File: src/rtl/morse_pkg.sv
// rtl/morse_pkg.sv - shared types and constants for the Morse receiver
//
// Purpose: state encoding, ASCII constants and symbol values shared by the
// decoder, its lookup table and the future encoder block.
package morse_pkg;

  typedef enum logic [1:0] {
    IDLE,  // no character in progress
    MARK,  // key down, timing the mark
    GAP,   // key up inside a character, timing the gap
    HOLD   // stuck key reported, waiting for release
  } state_t;

  localparam logic [7:0] SPACE   = 8'h20;
  localparam logic [7:0] UNKNOWN = 8'h3F;

  localparam logic DOT  = 1'b0;
  localparam logic DASH = 1'b1;

  function automatic int max_int(input int a, input int b);
    return (a > b) ? a : b;
  endfunction

endpackage

File: src/rtl/morse_lut.sv
// rtl/morse_lut.sv - combinational Morse code to ASCII lookup
//
// Purpose: maps a (len, pattern) pair to ITU letters A-Z and digits 0-9.
// Symbols are packed MSB-first into the low len bits of pattern
// (dot = 0, dash = 1), so the last symbol received sits in bit 0.
// Ports:
//   len     in   number of valid symbols in pattern
//   pattern in   symbol bits, unused upper bits are zero
//   ascii   out  decoded character, UNKNOWN when not mapped
//   hit     out  1 when (len, pattern) is a defined code
module morse_lut
  import morse_pkg::*;
#(
  parameter int MAX_SYMBOLS = 5,
  parameter int LEN_W       = 3
) (
  input  logic [LEN_W-1:0]       len,
  input  logic [MAX_SYMBOLS-1:0] pattern,
  output logic [7:0]             ascii,
  output logic                   hit
);

  logic [7:0] code;
  logic [7:0] val;
  logic       short_code;

  // No ITU character is longer than five symbols, so only the low five
  // pattern bits and the low three length bits can ever select an entry.
  assign short_code = (len <= LEN_W'(5));
  assign code       = {len[2:0], pattern[4:0]};

  always_comb begin
    val = UNKNOWN;
    case (code)
      8'b010_00001: val = 8'h41; // A .-
      8'b100_01000: val = 8'h42; // B -...
      8'b100_01010: val = 8'h43; // C -.-.
      8'b011_00100: val = 8'h44; // D -..
      8'b001_00000: val = 8'h45; // E .
      8'b100_00010: val = 8'h46; // F ..-.
      8'b011_00110: val = 8'h47; // G --.
      8'b100_00000: val = 8'h48; // H ....
      8'b010_00000: val = 8'h49; // I ..
      8'b100_00111: val = 8'h4A; // J .---
      8'b011_00101: val = 8'h4B; // K -.-
      8'b100_00100: val = 8'h4C; // L .-..
      8'b010_00011: val = 8'h4D; // M --
      8'b010_00010: val = 8'h4E; // N -.
      8'b011_00111: val = 8'h4F; // O ---
      8'b100_00110: val = 8'h50; // P .--.
      8'b100_01101: val = 8'h51; // Q --.-
      8'b011_00010: val = 8'h52; // R .-.
      8'b011_00000: val = 8'h53; // S ...
      8'b001_00001: val = 8'h54; // T -
      8'b011_00001: val = 8'h55; // U ..-
      8'b100_00001: val = 8'h56; // V ...-
      8'b011_00011: val = 8'h57; // W .--
      8'b100_01001: val = 8'h58; // X -..-
      8'b100_01011: val = 8'h59; // Y -.--
      8'b100_01100: val = 8'h5A; // Z --..
      8'b101_11111: val = 8'h30; // 0 -----
      8'b101_01111: val = 8'h31; // 1 .----
      8'b101_00111: val = 8'h32; // 2 ..---
      8'b101_00011: val = 8'h33; // 3 ...--
      8'b101_00001: val = 8'h34; // 4 ....-
      8'b101_00000: val = 8'h35; // 5 .....
      8'b101_10000: val = 8'h36; // 6 -....
      8'b101_11000: val = 8'h37; // 7 --...
      8'b101_11100: val = 8'h38; // 8 ---..
      8'b101_11110: val = 8'h39; // 9 ----.
      default:      val = UNKNOWN;
    endcase
  end

  assign hit   = short_code && (val != UNKNOWN);
  assign ascii = hit ? val : UNKNOWN;

endmodule

File: src/rtl/morse_decoder.sv
// rtl/morse_decoder.sv - timed Morse receiver producing ASCII characters
//
// Purpose: classifies marks as dot/dash by duration, closes a character after
// a letter gap, emits a space after a word gap and flags bad codes and stuck
// keys.
// Ports:
//   clk        in   system clock, rising edge
//   reset      in   synchronous active-high reset
//   key_in     in   1 = key down; already synchronised and debounced
//   char_out   out  last decoded ASCII character, held between pulses
//   char_valid out  one-cycle pulse, char_out is new
//   error      out  one-cycle pulse; with char_valid on a bad code, alone on
//                   a stuck key
module morse_decoder
  import morse_pkg::*;
#(
  parameter int DOT_MAX      = 4,
  parameter int LETTER_GAP   = 8,
  parameter int WORD_GAP     = 20,
  parameter int MARK_TIMEOUT = 32,
  parameter int MAX_SYMBOLS  = 5
) (
  input  logic       clk,
  input  logic       reset,
  input  logic       key_in,
  output logic [7:0] char_out,
  output logic       char_valid,
  output logic       error
);

  localparam int CNT_W = $clog2(max_int(WORD_GAP, MARK_TIMEOUT)) + 1;
  localparam int LEN_W = $clog2(MAX_SYMBOLS + 1);

  state_t                 state, state_next;
  logic [CNT_W-1:0]       cnt, cnt_next, cnt_inc;
  logic [MAX_SYMBOLS-1:0] pattern, pattern_next;
  logic [LEN_W-1:0]       len, len_next;
  logic                   overflow, overflow_next;
  logic                   space_armed, space_armed_next;
  logic [7:0]             char_out_next;
  logic                   char_valid_next, error_next;
  logic                   sym;
  logic [7:0]             lut_ascii;
  logic                   lut_hit;

  morse_lut #(
    .MAX_SYMBOLS (MAX_SYMBOLS),
    .LEN_W       (LEN_W)
  ) u_lut (
    .len     (len),
    .pattern (pattern),
    .ascii   (lut_ascii),
    .hit     (lut_hit)
  );

  // Saturating so a long idle period can never wrap back onto WORD_GAP and
  // produce a second space.
  assign cnt_inc = (cnt == {CNT_W{1'b1}}) ? cnt : cnt + 1'b1;
  assign sym     = (cnt < CNT_W'(DOT_MAX)) ? DOT : DASH;

  always_ff @(posedge clk) begin
    if (reset) begin
      state       <= IDLE;
      cnt         <= '0;
      pattern     <= '0;
      len         <= '0;
      overflow    <= 1'b0;
      space_armed <= 1'b0;
      char_out    <= 8'h00;
      char_valid  <= 1'b0;
      error       <= 1'b0;
    end else begin
      state       <= state_next;
      cnt         <= cnt_next;
      pattern     <= pattern_next;
      len         <= len_next;
      overflow    <= overflow_next;
      space_armed <= space_armed_next;
      char_out    <= char_out_next;
      char_valid  <= char_valid_next;
      error       <= error_next;
    end
  end

  always_comb begin
    state_next       = state;
    cnt_next         = cnt;
    pattern_next     = pattern;
    len_next         = len;
    overflow_next    = overflow;
    space_armed_next = space_armed;
    char_out_next    = char_out;
    char_valid_next  = 1'b0;
    error_next       = 1'b0;

    case (state)
      IDLE: begin
        if (key_in) begin
          state_next = MARK;
          cnt_next   = CNT_W'(1);
        end else begin
          // The count here continues from the gap that closed the last
          // character, so the word gap is measured from the last mark.
          cnt_next = cnt_inc;
          if (space_armed && (cnt_inc == CNT_W'(WORD_GAP))) begin
            char_out_next    = SPACE;
            char_valid_next  = 1'b1;
            space_armed_next = 1'b0;
          end
        end
      end

      MARK: begin
        if (key_in) begin
          cnt_next = cnt_inc;
          if (cnt_inc == CNT_W'(MARK_TIMEOUT)) begin
            error_next    = 1'b1;
            pattern_next  = '0;
            len_next      = '0;
            overflow_next = 1'b0;
            state_next    = HOLD;
          end
        end else begin
          if (len == LEN_W'(MAX_SYMBOLS)) begin
            overflow_next = 1'b1;
          end else begin
            pattern_next = {pattern[MAX_SYMBOLS-2:0], sym};
            len_next     = len + LEN_W'(1);
          end
          state_next = GAP;
          cnt_next   = CNT_W'(1);
        end
      end

      GAP: begin
        if (key_in) begin
          state_next = MARK;
          cnt_next   = CNT_W'(1);
        end else begin
          cnt_next = cnt_inc;
          if (cnt_inc == CNT_W'(LETTER_GAP)) begin
            char_valid_next = 1'b1;
            if (lut_hit && !overflow) begin
              char_out_next = lut_ascii;
            end else begin
              char_out_next = UNKNOWN;
              error_next    = 1'b1;
            end
            pattern_next     = '0;
            len_next         = '0;
            overflow_next    = 1'b0;
            space_armed_next = 1'b1;
            state_next       = IDLE;
          end
        end
      end

      HOLD: begin
        if (!key_in) begin
          state_next = IDLE;
          cnt_next   = CNT_W'(1);
        end
      end

      default: begin
        state_next = IDLE;
      end
    endcase
  end

endmodule

File: config.mk
export PLATFORM = sky130hd
export DESIGN_NAME = morse_decoder
export DESIGN_NICKNAME = d
export VERILOG_FILES = /design/src/rtl/morse_pkg.sv /design/src/rtl/morse_lut.sv /design/src/rtl/morse_decoder.sv
export SDC_FILE = /design/constraint.sdc
export NUM_CORES = 1
export LEC_CHECK = 0
export ABC_CLOCK_PERIOD_IN_PS = 3500
export BUFFER_PORTS_ARGS = -buffer_cell sky130_fd_sc_hd__buf_2
export CAP_MARGIN = 20
export CORE_MARGIN = 5
export CORE_UTILIZATION = 62
export CTS_CLUSTER_SIZE = 30
export DETAILED_ROUTE_END_ITERATION = 10
export GPL_TIMING_DRIVEN = 0
export PLACE_DENSITY = 0.93
export RECOVER_POWER = 25
export SLEW_MARGIN = 20
export SYNTH_ARGS = -nofsm -noshare
export SYNTH_HDL_FRONTEND = slang
export SYNTH_HIERARCHICAL = 1
export SYNTH_SLANG_ARGS = --single-unit
File: constraint.sdc
create_clock -name clk -period 3.5 [get_ports clk]
set_input_delay 0 -clock clk [delete_from_list [all_inputs] [get_ports clk]]
set_output_delay 0 -clock clk [all_outputs]
set_load 0.01 [all_outputs]
# == Word level (Yosys, flattened, before mapping) ==
# Index checks and enable logic that the tools add are counted.
# op_classes
reduce_logical,12
mux,55
n_eq_ne,55
n_lt_le_gt_ge,2
add_sub_neg,2
# ops
cell,count
$pmux W7 S36,1
$eq A8 B8 Y1 const B,22
$eq A8 B7 Y1 const B,12
$mux W8,5
$mux W5,5
$mux W6,4
$mux W1,19
$pmux W6 S3,1
$eq A8 B6 Y1 const B,2
$pmux W8 S2,1
$mux W3,5
$reduce_and A5 Y1,3
$eq A6 B6 Y1 const B,2
$mux W2,6
$ne A2 B2 Y1 const B,6
$ne A3 B3 Y1 const B,4
$pmux W5 S2,1
$pmux W1 S2,4
$pmux W2 S4,1
$mux W7,1
$ne A7 B6 Y1 const B,1
$add A6 B1 Y6 const B,1
$eq A6 B4 Y1 const B,1
$eq A6 B5 Y1 const B,1
other kinds (13),17
# word_totals
output_inout_bits,10
wordCells,135
in_bits,3
reg_bits,28

# == Logic depth before layout (Yosys ltp) ==
# Gate-level depths: netlist of run 1.
# depth
ltp_word,9
depth_mapped,11

# == Hierarchy ==
# The synthesis of run 1 kept the hierarchy.
# by_module_without_submodules
module,n_inst,area_per_inst_um2,cells_per_inst
morse_decoder,1,1682.9,193
morse_lut,1,838.3,128

# == Worst setup path after synthesis of run 1 ==
# Ideal clock, no wire load.
# synth_timing
kind,reg-to-reg
start,reg len[0]
end,reg char_out[6]
period_less_slack_ns,2.567
path_slack_ns,0.933
arrival_time_ns,2.509
stages_incl_launch_ff,10
t_required_ns,3.442
path_cell_list,dfxtp_1 > or4b_4 > o32a_1 > a21oi_2 > or2_1 > or2_1 > nand2b_1 > or2_2 > nor4b_1 > a31o_2
# synth_between
elab_chain_cells,9
elab_cells_between_ends,46
classes_between,order compare (1); eq/ne (37); mux (6); reduce/logical (2)
# synth_lines
item,line,source
"start, declared",morse_decoder.sv:37,"logic [LEN_W-1:0] len, len_next;"
"start signal, assigned",morse_decoder.sv:76,len <= len_next;
"$eq A8 B8 Y1, or another cell as far along",morse_lut.sv:34,case (code)
$pmux W7 S36,morse_lut.sv:34,
$ne A7 B6 Y1,morse_lut.sv:75,assign hit = short_code && (val != UNKNOWN);
$logic_and A1 B1 Y1 *,morse_lut.sv:75,
via lut_hit,morse_decoder.sv:44,logic lut_hit;
$mux W7 / $logic_and A1 B1 Y1 (equally long branches),"morse_lut.sv:76, morse_decoder.sv:143",
$mux W8 *,morse_decoder.sv:143,if (lut_hit && !overflow) begin
$mux W8 *,morse_decoder.sv:141,if (cnt_inc == CNT_W'(LETTER_GAP)) begin
$mux W8 *,morse_decoder.sv:136,if (key_in) begin
$pmux W8 S2 *,morse_decoder.sv:96,case (state)
"end signal, assigned",morse_decoder.sv:79,char_out <= char_out_next;
"end, declared",morse_decoder.sv:26,"output logic [7:0] char_out,"
# The timed path passes the listed nets; every way through them passes the cells marked *. The select of a mux whose other input is x is not followed.
# A chain may end at the register's enable or synchronous reset.

# == Worst setup path after layout of run 1 ==
# layout_timing
start,reg pattern[2]
end,reg char_out[6]
# layout_between
elab_chain_cells,9
elab_cells_between_ends,45
classes_between,eq/ne (37); mux (6); reduce/logical (2)
# layout_lines
item,line,source
"start, declared",morse_decoder.sv:36,"logic [MAX_SYMBOLS-1:0] pattern, pattern_next;"
"start signal, assigned",morse_decoder.sv:75,pattern <= pattern_next;
"$eq A8 B8 Y1, or another cell as far along",morse_lut.sv:34,
$pmux W7 S36 *,morse_lut.sv:34,
$ne A7 B6 Y1 *,morse_lut.sv:75,
$logic_and A1 B1 Y1 *,morse_lut.sv:75,
via lut_hit,morse_decoder.sv:44,
$mux W7 / $logic_and A1 B1 Y1 (equally long branches),"morse_lut.sv:76, morse_decoder.sv:143",
$mux W8 *,morse_decoder.sv:143,
$mux W8 *,morse_decoder.sv:141,
$mux W8 *,morse_decoder.sv:136,
$pmux W8 S2 *,morse_decoder.sv:96,
# Marked as above.

==> results.txt, run 1 <==
CTS tree - yes
endpoint type of the worst setup path - flip-flop
CP Depth - 11
hold path cells - 3
Tmin final - 3050 ps
Max stage delay cell, worst path - a221oi_1
Post-Synthesis Cells - 321
Slew Limit Fails - 0
Synth Register Bits - 28
Post-synth EDFFs - 0
dpl ws - 322 ps
Starting Density - 0.635
clock buffer count from CTS - 3
WS Path Type - flip-flop to flip-flop
Setup-failing EPs final - 0
synthesized cell area - 2520 sq um
r2r worst-path depth - 11
CP required - 3670 ps
status - finished, final reports clean
async set or reset register ratio after synthesis - 0
Max H-tree Level - 1
max capacitance violation total - 0
core area - 3970 sq um
CP delay by family, top - simple AND/OR/NAND/NOR gates
via count - 2546
most frequent cells in the layout - dfxtp_1, nor2_1, nand2_1
Layout Skew - 8.52 ps
worst-skew pair later-pin latency - 280 ps
synth unique cells - 79
Crit. Startpoint - pattern[2]$_SDFFE_PP0P_
Max transition margin - 0.569
1st-iter DRT viols - 330
DP Wirelength - 4740 um
Final Instance Area - 2690 sq um
final setup margin - 451 ps
worst path bufs/invs - 2
Final Hold Viols - 0
warnings from Yosys - 6
Port-buffer cells - 11
CP max FO - 10
Crit path top cell by count - buf_2
initial antenna violation count - 0
period utilization - 0.871
fmax - 328 MHz
crit path cell chain - buf_2, buf_2, nor2_1, a22o_1, a221oi_1, nand4_1, or2_1, nand2b_1, or2_2, nor4b_1, a31o_2
crit-path max cell delay - 540 ps
ANT nets after route - 0
first-pass GRT wire length - 11000 um
register clock-pin slew on the reported worst setup and hold paths - 100 ps
Post-Route WL - 6410 um
clk buf depth - 2
clock sink total - 28
Hold WS - 134 ps
RSZ-0062 raised after global routing - false
Pre-antenna DRT Iters - 6
Worst Hold Class - input port to flip-flop
width of the die - 73.8 um
Worst R2R End - char_out[6]$_SDFFE_PP0P_
die span in y - 73.8 um
commonest non-fill, non-tap cell in the layout - dfxtp_1
Avg Synthesized Cell Area - 7.85 sq um
post-CTS repair timing setup buffer count - 0
Layout area overhead - 6.65%
IO Pins - 13
drt via density - 6.60
sequential cell area fraction in the yosys report - 0.222
largest net degree at the start of global routing - 16
ys flop type - dfxtp_1
syn_nets - 331
Tightest Pin Transition - 644 ps
WL/cell - 16.6 um
CP Launch Type - flip-flop
routability cong. - 1.02
Ant. Diodes - 0
GRT Overall Usage - 0.249
layout cells sized above 1 - 0.116
Clk Tree Root Cell - clkbuf_8
GRT overflow - 0
power per cell area - 387 nW/um^2
Rows - 23
drc violations - 0
TNS Setup - 0 ps
Leak - 0.945 nW
Worst VDD drop - 0.000361 V
RR Startpoint - pattern[2]$_SDFFE_PP0P_
WP data arrival - 3220 ps
vias in the first global route - 2399
R2R setup slack - 450 ps
Placed Area - 2640 sq um
full die area - 5440 sq um
Worst Setup EP - char_out[6]$_SDFFE_PP0P_
post-layout net count - 347
==> where the power goes <==
group	switching [W]	internal (W)	leakage, nW
clock	0.000102	0.000101	0.0288
sequential	0.0000350	0.000342	0.226
combinational	0.000280	0.000179	0.690
total	0.000417	0.000622	0.945
==> metal layers <==
metal / vias to the layer above / track usage / wire length (um)
met5: - / 0 / 0
met4: 0 / 0.0563 / 42
met3: 8 / 0.0465 / 587
met2: 132 / 0.385 / 2900
met1: 1165 / 0.355 / 2880
li1: 1241 / - / -
==> cell usage after synthesis, types with 4 or more instances <==
library cell	n	share of area
dfxtp_1	28	0.22
nor2_1	27	0.040
nand2_1	23	0.034
o21ai_0	15	0.030
nand3_1	13	0.026
a21oi_1	11	0.022
clkbuf_1	11	0.016
inv_1	11	0.016
buf_2	10	0.020
nor3_1	9	0.018
nand2b_1	8	0.020
nor2b_1	8	0.020
ha_1	7	0.035
mux2i_1	7	0.028
and3_1	6	0.015
nand3b_1	6	0.018
o22ai_1	5	0.012
o2bb2ai_1	5	0.017
a211oi_1	4	0.012
and2_1	4	0.0099
o211ai_1	4	0.012
o41ai_1	4	0.014
or4_1	4	0.012
==> cells by family after synthesis <==
logic type,after synthesis,synth area share
DFF,28,0.222
other,1,0.00149
buffers and inverters,36,0.0645
adders and majority gates,8,0.0387
muxes,9,0.0367
AOI/OAI and AO/OA,92,0.282
xor gates and xnor gates,4,0.0213
and+or+nand+nor,143,0.333
==> per-stage QoR <==
step,std cells,utilization,power [W]
3_3_place_gp,382,0.664,0.000818
4_1_cts,386,0.678,0.00104
2_1_floorplan,321,-,0.000738
3_5_place_dp,382,0.664,0.000835
5_1_grt,386,0.677,0.00111
6_report,386,0.677,0.00104
==> tightest hold or removal path: stages <==
cell	delay, ps
buf_2	130
nor2_1	60
and3_1	170
==> worst min-delay path by stage <==
stage                startpoint               endpoint  slack [ps]
2_1_floorplan            key_in  char_valid$_SDFF_PP0_         230
3_3_place_gp   error$_SDFF_PP0_                  error         400
5_1_grt                  key_in  char_valid$_SDFF_PP0_         160
6_report                 key_in  char_valid$_SDFF_PP0_         130
4_1_cts                  key_in  char_valid$_SDFF_PP0_         120
3_5_place_dp   error$_SDFF_PP0_                  error         400
==> registers in the layout, indices dropped and copies added (netlist names) <==
| name | flops |
|---|---|
| char_valid | 1 |
| len | 3 |
| pattern | 5 |
| char_out | 8 |
| overflow | 1 |
| state | 2 |
| cnt | 6 |
| error | 1 |
| space_armed | 1 |
==> cell type report <==
class / count / area [sq um]
buffer: 25 / 121
inverter: 11 / 41.3
tap: 50 / 62.6
clock buffer: 4 / 55.1
multi-input combinational: 257 / 1800
timing repair buffer: 11 / 43.8
sequential: 28 / 561
fill: 329 / 1280
==> timing repair <==
action                     CTS  global route
setup endpoints to repair    0             1
hold buffers                 0             0
gates resized for setup      0             1
Power figures use the tool's default switching activity.
==> inputs of run 2 (changes only) <==
--- a/config.mk
+++ b/config.mk
@@ -9,11 +9,11 @@
 export BUFFER_PORTS_ARGS = -buffer_cell sky130_fd_sc_hd__buf_2
 export CAP_MARGIN = 20
 export CORE_MARGIN = 5
-export CORE_UTILIZATION = 62
+export CORE_UTILIZATION = 25
 export CTS_CLUSTER_SIZE = 30
 export DETAILED_ROUTE_END_ITERATION = 10
 export GPL_TIMING_DRIVEN = 0
-export PLACE_DENSITY = 0.93
+export PLACE_DENSITY = 0.51
 export RECOVER_POWER = 25
 export SLEW_MARGIN = 20
 export SYNTH_ARGS = -nofsm -noshare
==> run 2 against run 1 <==
- power grew 6.4%
- first-iteration DRC count shrank 72%
- clock-buffer cell count shrank 1
- worst hold slack gained 18 ps
- non-clock buffer count is the same
- die area grew 120%
- critical path depth shrank 2
- critical endpoint unchanged
- largest cell class unchanged
- largest power group unchanged
==> results.txt, run 2 (synthesis gave the netlist of run 1 again) <==
status - finished, final reports clean
Worst Setup EP - char_out[6]$_SDFFE_PP0P_
max capacitance violation total - 0 (unchanged)
Leak - 0.949 nW (+0.48%)
Clk Tree Root Cell - clkbuf_8
fmax - 314 MHz (-4.4%)
width of the die - 110 um (+50%)
initial antenna violation count - 0 (unchanged)
Worst Hold Class - input port to flip-flop
Post-Route WL - 7000 um (+9.2%)
Layout Skew - 6.96 ps (-1.56 ps)
worst-skew pair later-pin latency - 280 ps (about the same)
drc violations - 0 (unchanged)
CP delay by family, top - simple AND/OR/NAND/NOR gates
GRT Overall Usage - 0.110 (-0.139)
Largest regs - char_out: 8 flops, cnt: 6 flops, pattern: 5 flops
worst path bufs/invs - 1 (-1)
Tightest Pin Transition - 950 ps (+306 ps)
Final Hold Viols - 0 (unchanged)
WL/cell - 14.9 um (-10%)
post-CTS repair timing setup buffer count - 0 (unchanged)
TNS Setup - 0 ps (unchanged)
WS Path Type - flip-flop to flip-flop
max reg flops - 8 (unchanged)
CP required - 3730 ps (+60 ps)
most frequent cells in the layout - dfxtp_1, nor2_1, nand2_1
commonest non-fill, non-tap cell in the layout - dfxtp_1
Crit path top cell by count - nor4b_1
routability cong. - 0.911 (-10%)
Max transition margin - 0.358 (-0.211)
IO Pins - 13 (unchanged)
clock buffer count from CTS - 3 (unchanged)
Fill cells - 1113 (+240%)
R2R setup slack - 310 ps (-140 ps)
Layout area overhead - 11.2%
full die area - 12200 sq um (+120%)
Ant. Diodes - 0 (unchanged)
Setup-failing EPs final - 0 (unchanged)
largest net degree at the start of global routing - 17 (+1)
Tmin final - 3190 ps (+141 ps)
first-pass GRT wire length - 11600 um (+4.9%)
Starting Density - 0.257 (-0.378)
Storage cell area - 561 sq um (unchanged)
WP data arrival - 3420 ps (+200 ps)
hold_sp - key_in
1st-iter DRT viols - 92 (-72%)
post-layout net count - 347 (unchanged)
crit path cell chain - clkbuf_1, nor4b_1, a31oi_1, nand4_1, or2_1, nand2b_1, or2_2, nor4b_1, a31o_2
ANT nets after route - 0 (unchanged)
endpoint type of the worst setup path - flip-flop
period utilization - 0.911 (+0.0402)
area taken by multi-input logic gates - 1800 sq um (-0.35%)
post-CTS resize count - 0 (unchanged)
Crit. Startpoint - len[2]$_SDFFE_PP0P_
Largest Register - char_out
CTS tree - yes
via count - 2494 (-2.0%)
Pre-antenna DRT Iters - 4 (-2)
power per cell area - 395 nW/um^2 (+2.1%)
clk buf depth - 2 (unchanged)
r2r worst-path depth - 9 (-2)
core area - 9820 sq um (+150%)
RR Startpoint - len[2]$_SDFFE_PP0P_
# hold bufs at CTS - 0 (unchanged)
Max stage delay cell, worst path - nor4b_1
RSZ-0062 raised after global routing - false
register clock-pin slew on the reported worst setup and hold paths - 100 ps (about the same)
Worst VDD drop - 0.000284 V (-21%)
Rows - 36 (+57%)
die span in y - 110 um (+50%)
CP Depth - 9 (-2)
Max H-tree Level - 1 (unchanged)
Port-buffer cells - 11 (unchanged)
layout cells sized above 1 - 0.113 (-0.00298)
CP max FO - 10 (unchanged)
Placed Area - 2740 sq um (+3.9%)
vias in the first global route - 2281 (-4.9%)
GRT overflow - 0 (unchanged)
DP Wirelength - 5180 um (+9.2%)
Worst R2R End - char_out[6]$_SDFFE_PP0P_
post-layout util - 0.285 (-0.392)
Final Instance Area - 2800 sq um (+4.2%)
clock sink total - 28 (unchanged)
drt via density - 5.32 (-19%)
CP Launch Type - flip-flop
Slew Limit Fails - 0 (unchanged)
crit-path max cell delay - 870 ps (+330 ps)
run 2: changes by cell type in the layout (fill, tap and decap cells not counted), sizes merged:
| cell | delta |
|---|---|
| bufinv | +1 |
| clkbuf | -1 |
run 2: worst register-to-register path, stage by stage (launching register included):
cell,delay [ps]
dfxtp_1,400
clkbuf_1,260
nor4b_1,870
a31oi_1,290
nand4_1,240
or2_1,130
nand2b_1,190
or2_2,360
nor4b_1,250
a31o_2,140
run 2: area by class of cell:
class	count	area share
plain buffers	25	0.0433
clock buffers	3	0.0147
clock inverters	1	0.0107
inverters	11	0.0147
multi-input cells	257	0.642
flip-flops and latches	28	0.200
well taps	133	0.0594
repair buffers	11	0.0156
run 2: worst min-delay path by stage:
stage,endpoint,cells past startpoint
floorplan,char_valid$_SDFF_PP0_,2
global placement,char_valid,1
detailed placement,char_valid,1
CTS,char_valid$_SDFF_PP0_,3
global route,char_valid$_SDFF_PP0_,3
finish,char_valid$_SDFF_PP0_,3
run 2: per-layer routing:
metal / part of all wire / GRT usage / vias to the layer above
met5: 0 / 0 / -
met4: 0.014 / 0.0222 / 0
met3: 0.036 / 0.0191 / 12
met2: 0.46 / 0.179 / 53
met1: 0.49 / 0.152 / 1179
li1: - / - / 1250
run 2: power breakdown:
part / switching [W] / internal, W
combinational: 0.000285 / 0.000178
clock: 0.000110 / 0.000153
sequential: 0.0000374 / 0.000342
total: 0.000432 / 0.000674
run 2: per-stage QoR:
step           cells  worst slack, ps  hold WS [ps]  power, W
4_1_cts          469              390           146   0.00112
3_5_place_dp     465              433           400  0.000846
6_report         469              311           152   0.00111
5_1_grt          469              138           179   0.00118
2_1_floorplan    321              933           226  0.000738
3_3_place_gp     465              429           396  0.000845
==> inputs of run 3 (changes only) <==
--- a/config.mk
+++ b/config.mk
@@ -13,7 +13,7 @@
 export CTS_CLUSTER_SIZE = 30
 export DETAILED_ROUTE_END_ITERATION = 10
 export GPL_TIMING_DRIVEN = 0
-export PLACE_DENSITY = 0.51
+export PLACE_DENSITY = 0.49
 export RECOVER_POWER = 25
 export SLEW_MARGIN = 20
 export SYNTH_ARGS = -nofsm -noshare
==> run 3 against run 2 <==
- power is 5.4% lower
- fmax is 0.71% higher
- clock power is 21% lower
- critical endpoint unchanged
- highest routed layer unchanged
==> results.txt, run 3 (synthesis gave the netlist of run 1 again) <==
first-pass GRT wire length - 11700 um (+1.1%)
area taken by multi-input logic gates - 1800 sq um (unchanged)
DP Wirelength - 5240 um (+1.1%)
Clk pwr share - 0.199 (-0.039)
Worst Hold Class - input port to flip-flop
CP Launch Type - flip-flop
R2R setup slack - 330 ps (+20 ps)
Worst R2R End - char_out[6]$_SDFFE_PP0P_
vias in the first global route - 2388 (+4.7%)
r2r worst-path depth - 10 (+1)
power per cell area - 376 nW/um^2 (-4.8%)
Starting Density - 0.257 (unchanged)
routability cong. - 0.913 (+0.19%)
CP max FO - 10 (unchanged)
clock buffer count from CTS - 3 (unchanged)
Max transition margin - 0.391 (+0.0329)
crit path cell chain - clkbuf_1, nor4b_1, nand3_1, o21ai_2, or2_1, or2_1, nand2b_1, or2_2, nor4b_1, a31o_2
P_int - 0.000621 W (-7.8%)
Fill cells - 1114 (+0.090%)
Storage cell area - 561 sq um (unchanged)
crit-path max cell delay - 840 ps (-30 ps)
max capacitance violation total - 0 (unchanged)
post-CTS resize count - 0 (unchanged)
Tmin final - 3170 ps (-22.5 ps)
register clock-pin slew on the reported worst setup and hold paths - 100 ps (about the same)
Leak - 0.942 nW (-0.73%)
RSZ-0062 raised after global routing - false
RR Startpoint - len[2]$_SDFFE_PP0P_
Largest regs - char_out: 8 flops, cnt: 6 flops, pattern: 5 flops
Ant. Diodes - 0 (unchanged)
most frequent cells in the layout - dfxtp_1, nor2_1, nand2_1
largest net degree at the start of global routing - 16 (-1)
width of the die - 110 um (unchanged)
GRT Overall Usage - 0.111 (+0.000847)
# hold bufs at CTS - 0 (unchanged)
initial antenna violation count - 0 (unchanged)
Final Hold Viols - 0 (unchanged)
post-CTS repair timing setup buffer count - 0 (unchanged)
Pre-antenna DRT Iters - 5 (+1)
commonest non-fill, non-tap cell in the layout - dfxtp_1
TNS Setup - 0 ps (unchanged)
endpoint type of the worst setup path - flip-flop
status - finished, final reports clean
Tightest Pin Transition - 901 ps (-48.7 ps)
Hold Path End - char_valid$_SDFF_PP0_
worst-skew pair later-pin latency - 280 ps (about the same)
post-layout net count - 347 (unchanged)
ANT nets after route - 0 (unchanged)
core area - 9820 sq um (unchanged)
Slew Limit Fails - 0 (unchanged)
combinational share of power - 0.439 (+0.020)
Seq pwr share - 0.362 (+0.019)
switching fraction of total power - 0.406 (+0.0154)
layout cells sized above 1 - 0.113 (unchanged)
GRT overflow - 0 (unchanged)
CP required - 3730 ps (about the same)
period utilization - 0.905 (-0.00644)
fin cells - 469 (unchanged)
drt via density - 5.43 (+2.1%)
1st-iter DRT viols - 136 (+48%)
clock sink total - 28 (unchanged)
Max H-tree Level - 1 (unchanged)
WS Path Type - flip-flop to flip-flop
Post-Route WL - 7070 um (+1.0%)
max reg flops - 8 (unchanged)
die span in y - 110 um (unchanged)
WP data arrival - 3390 ps (-30 ps)
Port-buffer cells - 11 (unchanged)
IO Pins - 13 (unchanged)
drc violations - 0 (unchanged)
via count - 2546 (+2.1%)
net switching power - 0.000425 W (-1.7%)
Worst VDD drop - 0.000202 V (-29%)
full die area - 12200 sq um (unchanged)
hold path cells - 3 (unchanged)
CTS tree - yes
Layout area overhead - 10.5%
Setup-failing EPs final - 0 (unchanged)
Clk Tree Root Cell - clkbuf_8
Largest Register - char_out
Max stage delay cell, worst path - nor4b_1
hold_sp - key_in
WL/cell - 15.1 um (+1.0%)
Post-Place Cells - 465 (unchanged)
Rows - 36 (unchanged)
fmax - 316 MHz (+0.71%)
Layout Skew - 8.03 ps (+1.07 ps)
clk buf depth - 2 (unchanged)
[run 3: cell types whose count changed in the layout (fill, tap and decap cells not counted), sizes merged]
cell	previous run	this run
clkbuf	23	24
bufinv	1	0
[run 3: worst max path at each step]
stage	start	to	slack (ps)	cells past startpoint
6_report	len[2]$_SDFFE_PP0P_	char_out[6]$_SDFFE_PP0P_	330	10
5_1_grt	len[2]$_SDFFE_PP0P_	char_out[6]$_SDFFE_PP0P_	50	10
4_1_cts	len[2]$_SDFFE_PP0P_	char_out[6]$_SDFFE_PP0P_	370	9
3_3_place_gp	len[2]$_SDFFE_PP0P_	char_out[6]$_SDFFE_PP0P_	430	9
3_5_place_dp	len[2]$_SDFFE_PP0P_	char_out[6]$_SDFFE_PP0P_	420	9
2_1_floorplan	len[0]$_SDFFE_PP0P_	char_out[6]$_SDFFE_PP0P_	930	9
[run 3: area by class of cell]
type,count,share of cell area
timing repair buffer,11,0.0157
inverter,11,0.0148
tap,133,0.0597
sequential,28,0.201
clock buffer,4,0.0198
multi-input combinational,257,0.645
buffer,25,0.0436
[run 3: worst max-delay path, delay by kind of cell, from the launching register on]
kind / cells / cell delay [ps]
DFF: 1 / 410
AOI/OAI and AO/OA: 2 / 300
buffers and inverters: 1 / 250
and+or+nand+nor: 7 / 2150
[run 3: power by group through the flow]
stage	Clock (W)	Sequential [W]	Combinational, W
2_1_floorplan	0	0.000376	0.000363
3_3_place_gp	0	0.000386	0.000458
3_5_place_dp	0	0.000386	0.000456
4_1_cts	0.000218	0.000379	0.000459
5_1_grt	0.000236	0.000385	0.000513
6_report	0.000208	0.000379	0.000460
[run 3: metal layers]
metal  part of all wire  routed length [um]  up-vias  GRT usage
met5                  0                   0        -          0
met4              0.022                 159        0     0.0345
met3              0.052                 371       12     0.0181
met2               0.46                3220      101      0.182
met1               0.47                3320     1191      0.148
li1                   -                   -     1242          -
[run 3: stage by stage]
step	utilization	total power [W]	hold slack (ps)	setup WS, ps	area, sq um
after detailed placement	0.279	0.000842	402	424	2740
after global routing	0.284	0.00113	148	52.2	2790
after floorplan	-	0.000738	226	933	2520
after CTS	0.285	0.00106	133	374	2800
final	0.284	0.00105	154	333	2790
after global placement	0.279	0.000844	399	431	2740
